==> config.mk <==
export PLATFORM = sky130hd
export DESIGN_NAME = evt_generator
export DESIGN_NICKNAME = d
export VERILOG_FILES = /design/src/rtl/evt_pkg.sv /design/src/rtl/period_timer.sv /design/src/rtl/evt_generator.sv
export SDC_FILE = /design/constraint.sdc
export NUM_CORES = 1
export LEC_CHECK = 0
export CORE_AREA = 3 3 66 56
export DETAILED_ROUTE_END_ITERATION = 8
export DIE_AREA = 0 0 69 59
export PLACE_DENSITY = 0.88
export SYNTH_ARGS = -nofsm -noshare
export SYNTH_HDL_FRONTEND = slang
export SYNTH_SLANG_ARGS = --single-unit
==> constraint.sdc <==
create_clock -name clk_in -period 3.5 [get_ports clk_in]
set_input_delay 0.35 -clock clk_in [delete_from_list [all_inputs] [get_ports clk_in]]
set_output_delay 0.35 -clock clk_in [all_outputs]
set_load 0.02 [all_outputs]
==> src/rtl/evt_pkg.sv <==
// Shared types and width helpers for the single-cycle event interface
// (evt_generator producer side, evt_counter consumer side).
package evt_pkg;

  typedef enum logic [1:0] {
    IDLE  = 2'd0,
    PULSE = 2'd1,
    GAP   = 2'd2
  } evt_gen_state_t;

  function automatic int count_width(input int max_count);
    return $clog2(max_count + 1);
  endfunction

  function automatic int period_width(input int max_period);
    return $clog2(max_period + 1);
  endfunction

endpackage

==> src/rtl/period_timer.sv <==
// Loadable down-counter that parks at zero; zero_out flags the parked state.
module period_timer #(
  parameter int PW = 11
) (
  input  logic          clk_in,
  input  logic          rst_in,
  input  logic          load,
  input  logic [PW-1:0] value,
  output logic          zero_out
);

  logic [PW-1:0] count;

  // load wins; otherwise count down and hold at zero so it never wraps
  always_ff @(posedge clk_in or posedge rst_in) begin
    if (rst_in) begin
      count <= '0;
    end else if (load) begin
      count <= value;
    end else if (count != '0) begin
      count <= count - PW'(1);
    end else begin
      count <= count;
    end
  end

  assign zero_out = (count == '0);

endmodule

==> src/rtl/evt_generator.sv <==
// Burst event generator: emits count one-cycle pulses on evt_out spaced period
// cycles apart, with completion strobe and abort.
module evt_generator
  import evt_pkg::*;
#(
  parameter  int MAX_COUNT  = 6,
  parameter  int MAX_PERIOD = 1024,
  localparam int CW         = count_width(MAX_COUNT),
  localparam int PW         = period_width(MAX_PERIOD)
) (
  input  logic          clk_in,
  input  logic          rst_in,
  input  logic          start_valid_in,
  output logic          start_ready_out,
  input  logic [CW-1:0] count_in,
  input  logic [PW-1:0] period_in,
  input  logic          abort_in,
  output logic          evt_out,
  output logic [CW-1:0] sent_out,
  output logic          busy_out,
  output logic          done_out
);

  localparam logic [CW-1:0] MAX_CNT = CW'(MAX_COUNT);

  evt_gen_state_t state, state_nxt;
  logic [CW-1:0]  count, sent, count_clamped;
  logic [PW-1:0]  period, period_eff, timer_value;
  logic           evt, evt_nxt, done, done_nxt;
  logic           accept, last_pulse, timer_load, timer_zero;

  assign start_ready_out = (state == IDLE) && !abort_in;
  assign accept          = start_valid_in && start_ready_out;
  assign count_clamped   = (count_in > MAX_CNT) ? MAX_CNT : count_in;
  assign period_eff      = (period_in == '0) ? PW'(1) : period_in;
  // sent lags evt by a cycle, so the pulse on the wire now is number sent+1
  assign last_pulse      = ((sent + CW'(1)) == count);
  // the GAP state itself spends one cycle and the reload cycle another
  assign timer_value     = period - PW'(2);

  // next-state and next-output decode
  always_comb begin
    state_nxt  = state;
    evt_nxt    = 1'b0;
    done_nxt   = 1'b0;
    timer_load = 1'b0;
    case (state)
      IDLE: begin
        if (accept) begin
          if (count_clamped != '0) begin
            state_nxt = PULSE;
            evt_nxt   = 1'b1;
          end else begin
            done_nxt  = 1'b1;
          end
        end else begin
          state_nxt = IDLE;
        end
      end
      PULSE: begin
        if (abort_in) begin
          state_nxt = IDLE;
        end else if (last_pulse) begin
          state_nxt = IDLE;
          done_nxt  = 1'b1;
        end else if (period == PW'(1)) begin
          state_nxt = PULSE;
          evt_nxt   = 1'b1;
        end else begin
          state_nxt  = GAP;
          timer_load = 1'b1;
        end
      end
      GAP: begin
        if (abort_in) begin
          state_nxt = IDLE;
        end else if (timer_zero) begin
          state_nxt = PULSE;
          evt_nxt   = 1'b1;
        end else begin
          state_nxt = GAP;
        end
      end
      default: begin
        state_nxt = IDLE;
      end
    endcase
  end

  // state, burst parameters and output registers
  always_ff @(posedge clk_in or posedge rst_in) begin
    if (rst_in) begin
      state  <= IDLE;
      count  <= '0;
      period <= PW'(1);
      sent   <= '0;
      evt    <= 1'b0;
      done   <= 1'b0;
    end else begin
      state <= state_nxt;
      evt   <= evt_nxt;
      done  <= done_nxt;
      if (accept) begin
        count  <= count_clamped;
        period <= period_eff;
        sent   <= '0;
      end else if (evt) begin
        sent   <= sent + CW'(1);
      end else begin
        sent   <= sent;
      end
    end
  end

  period_timer #(
    .PW (PW)
  ) u_timer (
    .clk_in   (clk_in),
    .rst_in   (rst_in),
    .load     (timer_load),
    .value    (timer_value),
    .zero_out (timer_zero)
  );

  assign evt_out  = evt;
  assign sent_out = sent;
  assign done_out = done;
  assign busy_out = (state != IDLE);

endmodule

==> results of run 1 <==
-- power by group through the flow --
stage	Clock, W	Combinational (W)	Sequential [W]
2_1_floorplan	0	0.000437	0.000638
3_3_place_gp	0	0.000552	0.000651
3_5_place_dp	0	0.000584	0.000668
4_1_cts	0.000293	0.000592	0.000661
5_1_grt	0.000310	0.000652	0.000687
6_report	0.000286	0.000588	0.000664
-- worst max-delay path by stage --
stage,end,slack [ns],cells after the start
2_1_floorplan,u_timer.count[1]$_DFFE_PP0P_,1.33,6
3_3_place_gp,u_timer.count[3]$_DFFE_PP0P_,0.90,5
3_5_place_dp,u_timer.count[3]$_DFFE_PP0P_,0.82,5
4_1_cts,u_timer.count[3]$_DFFE_PP0P_,1.02,5
5_1_grt,u_timer.count[3]$_DFFE_PP0P_,0.86,5
6_report,u_timer.count[3]$_DFFE_PP0P_,1.02,5
-- state kept, by name, indices dropped and copies added, names as in the netlist --
signal / flops
count: 3
done_out: 1
evt_out: 1
period: 11
sent_out: 3
u_timer.count: 11
state: 2
-- final cells by class --
| cell class | count | area (um2) |
|---|---|---|
| Fill cell | 234 | 927.1 |
| Multi-Input combinational cell | 117 | 919.6 |
| Sequential cell | 32 | 802.0 |
| Timing Repair Buffer | 25 | 247.7 |
| Clock buffer | 8 | 90.09 |
| Tap cell | 40 | 50.05 |
| Inverter | 7 | 26.28 |
-- per-stage QoR --
stage                       util  power (W)  instance area, um2
final                     0.6973   0.001539                2136
after floorplan                -   0.001076                1783
after detailed placement  0.6679   0.001252                2046
after global routing      0.6973   0.001649                2136
after global placement    0.6679   0.001202                2046
after CTS                 0.6973   0.001547                2136
-- cells by family after synthesis --
logic type / Yosys count
compound gates: 26
xor+xnor: 16
fa+ha+maj: 4
buf+inv: 14
flops: 32
mux: 23
simple gates: 48
-- metal layers --
layer	wire, um	up-vias
li1	-	639
met2	1580	35
met3	156	8
met1	1685	634
met4	78	0
met5	0	-
-- worst max-delay path, stage by stage (launching register included) --
cell                       delay (ns)
sky130_fd_sc_hd__dfrtp_1         0.42
sky130_fd_sc_hd__ha_1            0.23
sky130_fd_sc_hd__xnor3_1         0.40
sky130_fd_sc_hd__a31oi_2         0.28
sky130_fd_sc_hd__a21boi_2        0.61
sky130_fd_sc_hd__mux2_2          0.41
-- synth_stat cells, drive strengths merged, types with 2 or more instances --
cell	instances
dfrtp	31
mux2	12
nor2	12
mux2i	11
o21ai	11
xnor2	9
inv	7
nand2	6
nor3	6
xor2	6
clkbuf	5
nand3	5
nor4	5
or4	5
ha	4
a31oi	3
nor4b	3
a221oi	2
buf	2
o21a	2
or3b	2
==> results_tabular.tex, run 1 <==
\begin{tabular}{lr}
\hline
Metric & Value \\
\hline
\multicolumn{2}{l}{\textbf{Status}} \\
\quad Status & completed \\
\multicolumn{2}{l}{\textbf{Global routing}} \\
\quad Remaining Overflow, GRT & 0 \\
\quad Initial antenna violation count & 0 \\
\quad Global-route total usage across every layer & 0.1971 \\
\quad Met1 Usage GRT & 0.2618 \\
\quad Met2 demand-to-capacity share in global routing & 0.3030 \\
\quad Global-route wire length before repair & 6.196 mm \\
\quad Most crowded layer after global routing & met2 \\
\quad Number of global-route vias before repair & 1,351 \\
\quad Pin count of the biggest net entering global routing & 33 \\
\quad Met3 demand-to-capacity share in global routing & 0.04576 \\
\multicolumn{2}{l}{\textbf{CTS}} \\
\quad Clock Latency Late Sink & 0.29 ns \\
\quad Total clock sinks & 32 \\
\quad Count of H-tree levels built during CTS & 2 \\
\quad Setup bufs post-CTS & 0 \\
\quad CTS tree & built \\
\quad Maximum clock insertion buffer count & 2 \\
\quad CTS-repair resized insts & 0 \\
\quad Hold-fix buffer count after cts & 0 \\
\quad Clock slew at reported path FFs & 0.06 ns \\
\quad Clk Tree Root Cell & sky130\_fd\_sc\_hd\_\_clkbuf\_8 \\
\quad Clock buffers created by TritonCTS & 5 \\
\multicolumn{2}{l}{\textbf{Floorplanning}} \\
\quad Starting density of the core & 0.5821 \\
\quad Number of cell rows & 18 \\
\quad I/O pin count & 25 \\
\quad Die Height & 59 um \\
\quad Area of the die & 4071 um2 \\
\quad Floorplan core area & 3063 um2 \\
\quad Horizontal extent of the die & 69 um \\
\multicolumn{2}{l}{\textbf{STA}} \\
\quad Aggregate negative setup slack & 0 ns \\
\quad Final period utilization & 0.7087 \\
\quad Worst clock skew & 0.008029 ns \\
\quad Relative max-transition margin & 0.2376 \\
\quad Timing-limited maximum frequency & 403.2 MHz \\
\quad Hold slack final & 0.5511 ns \\
\quad Time the final worst path needs with I/O delays and setup & 2.480 ns \\
\quad Number of pins exceeding their max-slew limit in the final report & 0 \\
\quad Number of failing setup endpoints in the final timing report & 0 \\
\quad Final worst-path setup slack & 1.020 ns \\
\quad RSZ-0062 raised after global routing & false \\
\quad Slew at the pin with the worst max-slew slack & 1.142 ns \\
\quad Total count of hold-check failures in the final report & 0 \\
\multicolumn{2}{l}{\textbf{Synthesis}} \\
\quad Count of unique library cells instantiated by Yosys & 40 \\
\quad Async set or reset register ratio after synthesis & 1.000 \\
\quad Mean Syn Cell Area & 10.94 um2 \\
\quad Area share of the largest cell type after synthesis & 0.4351 \\
\quad Top flip-flop cell by instance count after synthesis & sky130\_fd\_sc\_hd\_\_dfrtp\_1 \\
\quad Synthesized Nets & 185 \\
\quad Number of flip-flops and latches in the synthesized netlist & 32 \\
\quad Post-synthesis sequential area ratio & 0.4498 \\
\quad XOR/XNOR share of the synthesized area & 0.08632 \\
\quad Adder and majority gate portion of the synthesized area & 0.02807 \\
\quad Share of cell area taken by muxes after synthesis & 0.1396 \\
\quad Post-synthesis share of cell area spent on and, or, nand and nor gates & 0.1586 \\
\quad Cell taking the most area after synthesis & sky130\_fd\_sc\_hd\_\_dfrtp\_1 \\
\quad Synthesized cell area & 1783 um2 \\
\quad Post-synth EDFFs & 0 \\
\quad Cell types with the largest area share after synthesis & sky130\_fd\_sc\_hd\_\_dfrtp\_1 (44\%), sky130\_fd\_sc\_hd\_\_mux2\_2 (6.9\%), sky130\_fd\_sc\_hd\_\_mux2i\_1 (6.2\%) \\
\quad Synthesized instance count & 163 \\
\quad Yosys warning count & 0 \\
\quad Fraction of the mapped netlist area in compound gates & 0.1032 \\
\quad Dominant combinational cell family by area after synthesis & simple AND/OR/NAND/NOR gates \\
\multicolumn{2}{l}{\textbf{Finish}} \\
\quad Highest-count cells in the layout ignoring fill and taps & sky130\_fd\_sc\_hd\_\_dfrtp\_1 (31), sky130\_fd\_sc\_hd\_\_clkdlybuf4s50\_1 (24), sky130\_fd\_sc\_hd\_\_nor2\_1 (12) \\
\quad Area delta synth->final & 19.79\% \\
\quad Finished Layout Cells & 229 \\
\quad Fraction of layout instances using a drive strength above 1 & 0.1534 \\
\quad Antenna diodes & 0 \\
\quad Most common library cell in the layout ignoring fill and taps & sky130\_fd\_sc\_hd\_\_dfrtp\_1 \\
\quad Final Net Count & 210 \\
\multicolumn{2}{l}{\textbf{Placed design}} \\
\quad Placed cell count & 221 \\
\quad Setup WS pre-CTS & 0.8190 ns \\
\quad Detailed Place HPWL & 2.702 mm \\
\quad Port Buffers & 24 \\
\quad Routability-driven placement congestion ratio & 0.7833 \\
\multicolumn{2}{l}{\textbf{Worst setup path}} \\
\quad Kind of start point of the critical path & flop \\
\quad Required time at the worst-slack endpoint & 3.66 ns \\
\quad Worst R2R Setup Slack & 1.02 ns \\
\quad Reg-to-reg critical path startpoint & sent\_out[0]\$\_DFFE\_PP0P\_ \\
\quad Worst Setup SP & sent\_out[0]\$\_DFFE\_PP0P\_ \\
\quad Crit. End Element & flop \\
\quad CP max FO & 11 \\
\quad FF-to-FF path depth & 5 \\
\quad Startpoint-to-endpoint class of the critical path & flop to flop \\
\quad Capture instance of the worst register-to-register path & u\_timer.count[3]\$\_DFFE\_PP0P\_ \\
\quad Data arrival time of the critical path & 2.64 ns \\
\multicolumn{2}{l}{\textbf{Flow run}} \\
\quad Number of violations of the max-capacitance limit & 0 \\
\multicolumn{2}{l}{\textbf{Routing}} \\
\quad Number of detailed-route iterations in the first pass & 4 \\
\quad Drt wl/cell & 15.29 um \\
\quad Detailed Route WL & 3.501 mm \\
\quad Vias post-DR & 1,316 \\
\quad Antenna Violating Nets Remaining & 0 \\
\quad Drt first-iter violations & 54 \\
\quad DRC violations left & 0 \\
\quad Via density per instance & 5.747 \\
\multicolumn{2}{l}{\textbf{Min path}} \\
\quad Hold/Removal Path Class & flop to flop \\
\quad WHS Path Cells & 1 \\
\quad Worst hold path startpoint & count[1]\$\_DFFE\_PP0N\_ \\
\quad Endpoint, Worst Hold & count[1]\$\_DFFE\_PP0N\_ \\
\multicolumn{2}{l}{\textbf{Power and ir drop}} \\
\quad Switch Pwr & 0.0005654 W \\
\quad Part of the power in registers & 0.432 \\
\quad Relative contribution of the clock network to total power & 0.186 \\
\quad Leakage power & 0.8471 nW \\
\quad Max IR drop VDD & 0.4157 mV \\
\quad Total power divided by cell area & 720.4 nW/um2 \\
\quad Cell internal pwr & 0.0009732 W \\
\quad Net switching share of the total power & 0.3675 \\
\quad Comb pwr share & 0.382 \\
\hline
\end{tabular}
(Power assumes the default switching activity.)
==> run 2: changes to the inputs <==
- CORE_AREA: 3 3 66 56 -> 3 3 72 60
- DIE_AREA: 0 0 69 59 -> 0 0 75 63
- PLACE_DENSITY: 0.88 -> 0.8
- clock period: 3.5 -> 2 ns (I/O delays scaled with it)
==> run 2 against run 1 <==
Compared with the run above:
- final cell count rose by 9.6%
- clock skew fell by 0.0029 ns
- non-clock buffer count rose by 18
- final area rose by 9.1%
- total power rose by 86%
- largest power group is now combinational cells
==> results_tabular.tex, run 2 (same netlist as run 1, synthesis figures left out) <==
\begin{tabular}{lr}
\hline
Metric & Value \\
\hline
\multicolumn{2}{l}{\textbf{Status}} \\
\quad Status & completed (unchanged) \\
\multicolumn{2}{l}{\textbf{CTS}} \\
\quad Clock Latency Late Sink & 0.28 ns (was 0.29 ns) \\
\quad Clock buffers created by TritonCTS & 5 (unchanged) \\
\quad CTS tree & built (unchanged) \\
\quad Clock slew at reported path FFs & 0.06 ns (about the same) \\
\quad Hold-fix buffer count after cts & 0 (unchanged) \\
\quad Maximum clock insertion buffer count & 2 (unchanged) \\
\quad Total clock sinks & 32 (unchanged) \\
\quad Clk Tree Root Cell & sky130\_fd\_sc\_hd\_\_clkbuf\_8 (unchanged) \\
\quad Count of H-tree levels built during CTS & 2 (unchanged) \\
\multicolumn{2}{l}{\textbf{Routing}} \\
\quad Detailed Route WL & 3.908 mm (was 3.501 mm) \\
\quad Drt wl/cell & 15.57 um (was 15.29 um) \\
\quad DRC violations left & 0 (unchanged) \\
\quad Vias post-DR & 1,434 (was 1,316) \\
\quad Number of detailed-route iterations in the first pass & 4 (unchanged) \\
\quad Via density per instance & 5.713 (was 5.747) \\
\quad Antenna Violating Nets Remaining & 0 (unchanged) \\
\quad Drt first-iter violations & 70 (was 54) \\
\multicolumn{2}{l}{\textbf{Worst setup path}} \\
\quad End point of the critical path & state[1]\$\_DFFE\_PP0P\_ (was u\_timer.count[3]\$\_DFFE\_PP0P\_) \\
\quad CP max-delay cell & sky130\_fd\_sc\_hd\_\_or4\_4 (was sky130\_fd\_sc\_hd\_\_a21boi\_2) \\
\quad Worst R2R Setup Slack & 0.02 ns (was 1.02 ns) \\
\quad Reg-to-reg critical path startpoint & period[4]\$\_DFFE\_PP0N\_ (was sent\_out[0]\$\_DFFE\_PP0P\_) \\
\quad Data arrival time of the critical path & 2.15 ns (was 2.64 ns) \\
\quad Required time at the worst-slack endpoint & 2.17 ns (was 3.66 ns) \\
\quad Crit. End Element & flop (unchanged) \\
\quad Kind of start point of the critical path & flop (unchanged) \\
\quad FF-to-FF path depth & 6 (was 5) \\
\quad Peak per-stage delay on the critical path & 0.57 ns (was 0.61 ns) \\
\quad Cells along the critical path & or4\_4 > nor4b\_4 > buf\_4 > a21boi\_4 > buf\_6 > a31o\_2 (was ha\_1 > xnor3\_1 > a31oi\_2 > a21boi\_2 > mux2\_2) \\
\quad Startpoint-to-endpoint class of the critical path & flop to flop (unchanged) \\
\quad CP max FO & 8 (was 11) \\
\quad Capture instance of the worst register-to-register path & state[1]\$\_DFFE\_PP0P\_ (was u\_timer.count[3]\$\_DFFE\_PP0P\_) \\
\quad Worst Setup SP & period[4]\$\_DFFE\_PP0N\_ (was sent\_out[0]\$\_DFFE\_PP0P\_) \\
\multicolumn{2}{l}{\textbf{Global routing}} \\
\quad Initial antenna violation count & 0 (unchanged) \\
\quad Global-route total usage across every layer & 0.1863 (was 0.1971) \\
\quad Remaining Overflow, GRT & 0 (unchanged) \\
\quad Pin count of the biggest net entering global routing & 33 (unchanged) \\
\quad Global-route wire length before repair & 6.665 mm (was 6.196 mm) \\
\quad Number of global-route vias before repair & 1,493 (was 1,351) \\
\multicolumn{2}{l}{\textbf{STA}} \\
\quad Worst clock skew & 0.005080 ns (was 0.008029 ns) \\
\quad Timing-limited maximum frequency & 505.0 MHz (was 403.2 MHz) \\
\quad Time the final worst path needs with I/O delays and setup & 1.980 ns (was 2.480 ns) \\
\quad Number of failing setup endpoints in the final timing report & 0 (unchanged) \\
\quad Slew at the pin with the worst max-slew slack & 0.4289 ns (was 1.142 ns) \\
\quad RSZ-0062 raised after global routing & true (was false) \\
\quad Final worst-path setup slack & 0.01985 ns (was 1.020 ns) \\
\quad Relative max-transition margin & 0.7115 (was 0.2376) \\
\quad Total count of hold-check failures in the final report & 0 (unchanged) \\
\quad Aggregate negative setup slack & 0 ns (unchanged) \\
\quad Final period utilization & 0.9901 (was 0.7087) \\
\quad Number of pins exceeding their max-slew limit in the final report & 0 (unchanged) \\
\quad Hold slack final & 0.2924 ns (was 0.5511 ns) \\
\multicolumn{2}{l}{\textbf{Flow run}} \\
\quad Number of violations of the max-capacitance limit & 0 (unchanged) \\
\multicolumn{2}{l}{\textbf{Finish}} \\
\quad Most common library cell in the layout ignoring fill and taps & sky130\_fd\_sc\_hd\_\_dfrtp\_1 (unchanged) \\
\quad Area delta synth->final & 30.67\% (was 19.79\%) \\
\quad Filler instances & 272 (was 234) \\
\quad Largest registers & period (11), u\_timer.count (11) (unchanged) \\
\quad Finished Layout Cells & 251 (was 229) \\
\quad Antenna diodes & 0 (unchanged) \\
\quad Highest-count cells in the layout ignoring fill and taps & sky130\_fd\_sc\_hd\_\_dfrtp\_1 (30), sky130\_fd\_sc\_hd\_\_clkdlybuf4s50\_1 (24), sky130\_fd\_sc\_hd\_\_buf\_4 (17) (was sky130\_fd\_sc\_hd\_\_dfrtp\_1 (31), sky130\_fd\_sc\_hd\_\_clkdlybuf4s50\_1 (24), sky130\_fd\_sc\_hd\_\_nor2\_1 (12)) \\
\quad Final Net Count & 228 (was 210) \\
\quad Fraction of layout instances using a drive strength above 1 & 0.2657 (was 0.1534) \\
\multicolumn{2}{l}{\textbf{Floorplanning}} \\
\quad Die Height & 63 um (was 59 um) \\
\quad Horizontal extent of the die & 75 um (was 69 um) \\
\quad Area of the die & 4725 um2 (was 4071 um2) \\
\quad Number of cell rows & 20 (was 18) \\
\quad Floorplan core area & 3729 um2 (was 3063 um2) \\
\quad Starting density of the core & 0.4782 (was 0.5821) \\
\quad I/O pin count & 25 (unchanged) \\
\multicolumn{2}{l}{\textbf{Placed design}} \\
\quad Placed cell count & 242 (was 221) \\
\quad Routability-driven placement congestion ratio & 0.7807 (was 0.7833) \\
\quad Port Buffers & 24 (unchanged) \\
\quad Setup WS pre-CTS & -0.1715 ns (was 0.8190 ns) \\
\quad Detailed Place HPWL & 2.927 mm (was 2.702 mm) \\
\multicolumn{2}{l}{\textbf{Min path}} \\
\quad Hold/Removal Path Class & input pin to async pin (was flop to flop) \\
\multicolumn{2}{l}{\textbf{Power and ir drop}} \\
\quad Max IR drop VDD & 0.7130 mV (was 0.4157 mV) \\
\quad Leakage power & 0.9422 nW (was 0.8471 nW) \\
\quad Total power divided by cell area & 1230 nW/um2 (was 720.4 nW/um2) \\
\hline
\end{tabular}
## run 2: cell types whose count changed in the layout (fill, tap and decap cells not counted), moves of 2 or more
| cell | before | now |
|---|---|---|
| sky130_fd_sc_hd__nor4_1 | 5 | 3 |
| sky130_fd_sc_hd__nor4_2 | 0 | 2 |
| sky130_fd_sc_hd__o21ai_0 | 11 | 9 |
| sky130_fd_sc_hd__buf_4 | 1 | 17 |
## run 2: final cells by class
cell class / instances / area, um2 / share of cell area
timing repair buffer: 43 / 399.1 / 0.1713
inverter: 7 / 26.28 / 0.01128
clock buffer: 8 / 90.09 / 0.03867
tap: 44 / 55.05 / 0.02363
multi-input combinational: 117 / 955.9 / 0.4103
sequential: 32 / 803.3 / 0.3448
## run 2: routing by layer
layer,global-route usage,share of wire,vias to the layer above
li1,-,-,674
met1,0.2254,0.41,697
met2,0.3043,0.51,48
met3,0.04019,0.050,15
met4,0.09556,0.029,0
met5,0,0,-
## run 2: metrics by stage
stage               power [W]  instance area (um2)  utilization
finish               0.002866                 2330       0.6248
global route         0.003066                 2330       0.6248
CTS                  0.002825                 2282       0.6121
detailed placement   0.002305                 2192       0.5879
global placement     0.002208                 2192       0.5879
floorplan            0.001887                 1784            -
## run 2: power by group
| group | leakage (nW) | total, W | internal [W] | switching, W |
|---|---|---|---|---|
| clock | 0.0455 | 0.000494 | 0.000280 | 0.000213 |
| sequential | 0.384 | 0.00114 | 0.000887 | 0.000255 |
| combinational | 0.512 | 0.00123 | 0.000645 | 0.000585 |
| total | 0.942 | 0.00287 | 0.00181 | 0.00105 |
## run 2: worst max-delay path, delay by kind of cell, from the launching register on
kind                   cells  cell delay, ns
AOI/OAI and AO/OA          2            0.28
and+or+nand+nor            2            0.89
buffers and inverters      2            0.33
DFF                        1            0.39
## run 2: timing repair
item,in CTS,in global routing
cloned,0,0
setup buffers,0,1
gates resized for setup,1,10
setup endpoints to repair,1,11
pin swaps,0,3
## run 2: how the worst min path moves through the flow
stage          cells past startpoint                      end            startpoint
2_1_floorplan                      1     count[0]$_DFFE_PP0N_                rst_in
3_3_place_gp                       1     count[2]$_DFFE_PP0N_  count[2]$_DFFE_PP0N_
3_5_place_dp                       1     count[2]$_DFFE_PP0N_  count[2]$_DFFE_PP0N_
4_1_cts                            3    period[9]$_DFFE_PP0N_                rst_in
5_1_grt                            3     state[0]$_DFFE_PP0P_                rst_in
6_report                           3  sent_out[2]$_DFFE_PP0P_                rst_in
==> run 3: changes to the inputs <==
- MAX_ROUTING_LAYER: not set -> met4
- SLEW_MARGIN: not set -> 15
==> run 3 against run 2 <==
Compared with the run above:
- wire length rose by 0.49%
- final area unchanged
- sequential cell count unchanged
- utilization stayed put
- first-iteration DRC count down 8.6%
- global-route usage is 0.54 points higher
- clock-buffer cell count unchanged
- worst hold slack about the same
==> results_tabular.tex, run 3 (same netlist as run 1, synthesis figures left out) <==
\begin{tabular}{lr}
\hline
Metric & Value \\
\hline
\multicolumn{2}{l}{\textbf{Global routing}} \\
\quad Global-route wire length before repair & 6.672 mm (was 6.665 mm) \\
\quad Met1 Usage GRT & 0.2275 (was 0.2254) \\
\quad Pin count of the biggest net entering global routing & 33 (unchanged) \\
\quad Met3 demand-to-capacity share in global routing & 0.03859 (was 0.04019) \\
\quad Remaining Overflow, GRT & 0 (unchanged) \\
\quad Global-route total usage across every layer & 0.1917 (was 0.1863) \\
\quad Number of global-route vias before repair & 1,492 (was 1,493) \\
\quad Met2 demand-to-capacity share in global routing & 0.3043 (unchanged) \\
\quad Initial antenna violation count & 0 (unchanged) \\
\quad Most crowded layer after global routing & met2 (unchanged) \\
\multicolumn{2}{l}{\textbf{Floorplanning}} \\
\quad Number of cell rows & 20 (unchanged) \\
\quad Floorplan core area & 3729 um2 (unchanged) \\
\quad Horizontal extent of the die & 75 um (unchanged) \\
\quad I/O pin count & 25 (unchanged) \\
\quad Starting density of the core & 0.4782 (unchanged) \\
\quad Area of the die & 4725 um2 (unchanged) \\
\quad Die Height & 63 um (unchanged) \\
\multicolumn{2}{l}{\textbf{Routing}} \\
\quad Drt first-iter violations & 64 (was 70) \\
\quad Antenna Violating Nets Remaining & 0 (unchanged) \\
\quad DRC violations left & 0 (unchanged) \\
\quad Number of detailed-route iterations in the first pass & 4 (unchanged) \\
\quad Drt wl/cell & 15.65 um (was 15.57 um) \\
\quad Via density per instance & 5.633 (was 5.713) \\
\quad Vias post-DR & 1,414 (was 1,434) \\
\quad Detailed Route WL & 3.927 mm (was 3.908 mm) \\
\multicolumn{2}{l}{\textbf{Placed design}} \\
\quad Total placed instance area & 2192 um2 (unchanged) \\
\quad Detailed Place HPWL & 2.927 mm (unchanged) \\
\quad Port Buffers & 24 (unchanged) \\
\quad Routability-driven placement congestion ratio & 0.7915 (was 0.7807) \\
\multicolumn{2}{l}{\textbf{Power and ir drop}} \\
\quad Max IR drop VDD & 0.7122 mV (was 0.7130 mV) \\
\quad Power after layout & 0.002872 W (was 0.002866 W) \\
\quad Leakage power & 0.9422 nW (unchanged) \\
\quad Total power divided by cell area & 1233 nW/um2 (was 1230 nW/um2) \\
\multicolumn{2}{l}{\textbf{Min path}} \\
\quad Hold/Removal Path Class & input pin to async pin (unchanged) \\
\multicolumn{2}{l}{\textbf{Worst setup path}} \\
\quad Cells along the critical path & or4\_4 > nor4b\_4 > buf\_4 > a21boi\_4 > buf\_6 > a31o\_2 (unchanged) \\
\quad Kind of cell adding the most delay to the critical path & simple AND/OR/NAND/NOR gates (unchanged) \\
\quad Kind of start point of the critical path & flop (unchanged) \\
\quad Data arrival time of the critical path & 2.15 ns (about the same) \\
\quad CP max FO & 8 (unchanged) \\
\quad Combined buffer and inverter count along the critical path & 2 (unchanged) \\
\quad Peak per-stage delay on the critical path & 0.57 ns (about the same) \\
\quad CP max-delay cell & sky130\_fd\_sc\_hd\_\_or4\_4 (unchanged) \\
\quad Required time at the worst-slack endpoint & 2.17 ns (about the same) \\
\quad Startpoint-to-endpoint class of the critical path & flop to flop (unchanged) \\
\quad Crit. End Element & flop (unchanged) \\
\multicolumn{2}{l}{\textbf{STA}} \\
\quad Slew at the pin with the worst max-slew slack & 0.4324 ns (was 0.4289 ns) \\
\quad Final period utilization & 0.9912 (was 0.9901) \\
\quad Worst clock skew & 0.003078 ns (was 0.005080 ns) \\
\quad Number of pins exceeding their max-slew limit in the final report & 0 (unchanged) \\
\quad Time the final worst path needs with I/O delays and setup & 1.982 ns (was 1.980 ns) \\
\quad Relative max-transition margin & 0.7091 (was 0.7115) \\
\quad Number of failing setup endpoints in the final timing report & 0 (unchanged) \\
\quad Total count of hold-check failures in the final report & 0 (unchanged) \\
\quad Timing-limited maximum frequency & 504.5 MHz (was 505.0 MHz) \\
\quad RSZ-0062 raised after global routing & true (unchanged) \\
\multicolumn{2}{l}{\textbf{Flow run}} \\
\quad Number of violations of the max-capacitance limit & 0 (unchanged) \\
\multicolumn{2}{l}{\textbf{CTS}} \\
\quad Clk Tree Root Cell & sky130\_fd\_sc\_hd\_\_clkbuf\_8 (unchanged) \\
\quad Hold-fix buffer count after cts & 0 (unchanged) \\
\quad Clock buffers created by TritonCTS & 5 (unchanged) \\
\quad CTS tree & built (unchanged) \\
\quad Clock slew at reported path FFs & 0.06 ns (about the same) \\
\quad Total clock sinks & 32 (unchanged) \\
\quad Clock Latency Late Sink & 0.28 ns (about the same) \\
\quad Maximum clock insertion buffer count & 2 (unchanged) \\
\quad Count of H-tree levels built during CTS & 2 (unchanged) \\
\multicolumn{2}{l}{\textbf{Finish}} \\
\quad Filler instances & 272 (unchanged) \\
\quad Largest registers & period (11), u\_timer.count (11) (unchanged) \\
\quad Sequential cell area & 803.3 um2 (unchanged) \\
\quad Fraction of layout instances using a drive strength above 1 & 0.2657 (unchanged) \\
\quad Final design instance area without fill & 2330 um2 (unchanged) \\
\quad Most common library cell in the layout ignoring fill and taps & sky130\_fd\_sc\_hd\_\_dfrtp\_1 (unchanged) \\
\quad Final Net Count & 228 (unchanged) \\
\quad Area delta synth->final & 30.67\% (unchanged) \\
\quad Highest-count cells in the layout ignoring fill and taps & sky130\_fd\_sc\_hd\_\_dfrtp\_1 (30), sky130\_fd\_sc\_hd\_\_clkdlybuf4s50\_1 (24), sky130\_fd\_sc\_hd\_\_buf\_4 (17) (unchanged) \\
\quad Area of combinational cells with multiple inputs & 955.9 um2 (unchanged) \\
\quad Antenna diodes & 0 (unchanged) \\
\multicolumn{2}{l}{\textbf{Status}} \\
\quad Status & completed (unchanged) \\
\hline
\end{tabular}
run 3: cell counts in the layout (fill, tap and decap cells not counted):
No cell type changed its count.
run 3: per-layer routing:
metal  part of all wire  wire length (um)  up-vias
met1               0.42              1659      698
li1                   -                 -      672
met5                  0                 0        -
met2               0.51              2012       37
met3              0.044               172        7
met4              0.021                83        0
run 3: area by class of cell:
type,instances,share of cell area
Multi-Input combinational cell,117,0.4103
Sequential cell,32,0.3448
Timing Repair Buffer,43,0.1713
Clock buffer,8,0.03867
Tap cell,44,0.02363
Inverter,7,0.01128
run 3: report_power, final:
part,switching (W),internal [W],leakage (nW)
Sequential,0.000256,0.000887,0.384
Combinational,0.000589,0.000645,0.512
Clock,0.000214,0.000280,0.0455
run 3: repair_timing:
| action | in CTS | in global routing |
|---|---|---|
| gates resized for setup | 1 | 10 |
| buffers inserted | 0 | 1 |
| setup endpoints to repair | 1 | 11 |
| pin swaps | 0 | 3 |
run 3: worst register-to-register path, delay by kind of cell (launching register included):
kind,cells,cell delay [ns]
and+or+nand+nor,2,0.88
DFF,1,0.39
buffers and inverters,2,0.33
AOI/OAI and AO/OA,2,0.28
run 3: path summary, 6_finish.rpt:
| path | slack (ns) | cells past startpoint | endpoint | start |
|---|---|---|---|---|
| setup reg to reg | 0.02 | 6 | state[1]$_DFFE_PP0P_ | period[4]$_DFFE_PP0N_ |
| setup / recovery | 0.02 | 6 | state[1]$_DFFE_PP0P_ | period[4]$_DFFE_PP0N_ |
| min in group clk_in | 0.52 | 3 | period[2]$_DFFE_PP0N_ | period_in[2] |
| hold reg to reg | 0.54 | 1 | count[2]$_DFFE_PP0N_ | count[2]$_DFFE_PP0N_ |
| hold / removal | 0.29 | 3 | done_out$_DFF_PP0_ | rst_in |
| max in group asynchronous | 1.37 | 3 | period[0]$_DFFE_PP1N_ | rst_in |
run 3: stage by stage:
stage / hold slack, ns / setup TNS (ns) / cells / util / worst slack, ns
3_3_place_gp: 0.5221 / -0.2303 / 242 / 0.5879 / -0.03058
5_1_grt: 0.3567 / -0.07547 / 251 / 0.6248 / -0.04481
4_1_cts: 0.3126 / 0 / 250 / 0.6121 / 0.003821
3_5_place_dp: 0.5207 / -1.259 / 242 / 0.5879 / -0.1715
6_report: 0.2926 / 0 / 251 / 0.6248 / 0.01769
2_1_floorplan: 0.3154 / 0 / 163 / - / 0.0005023
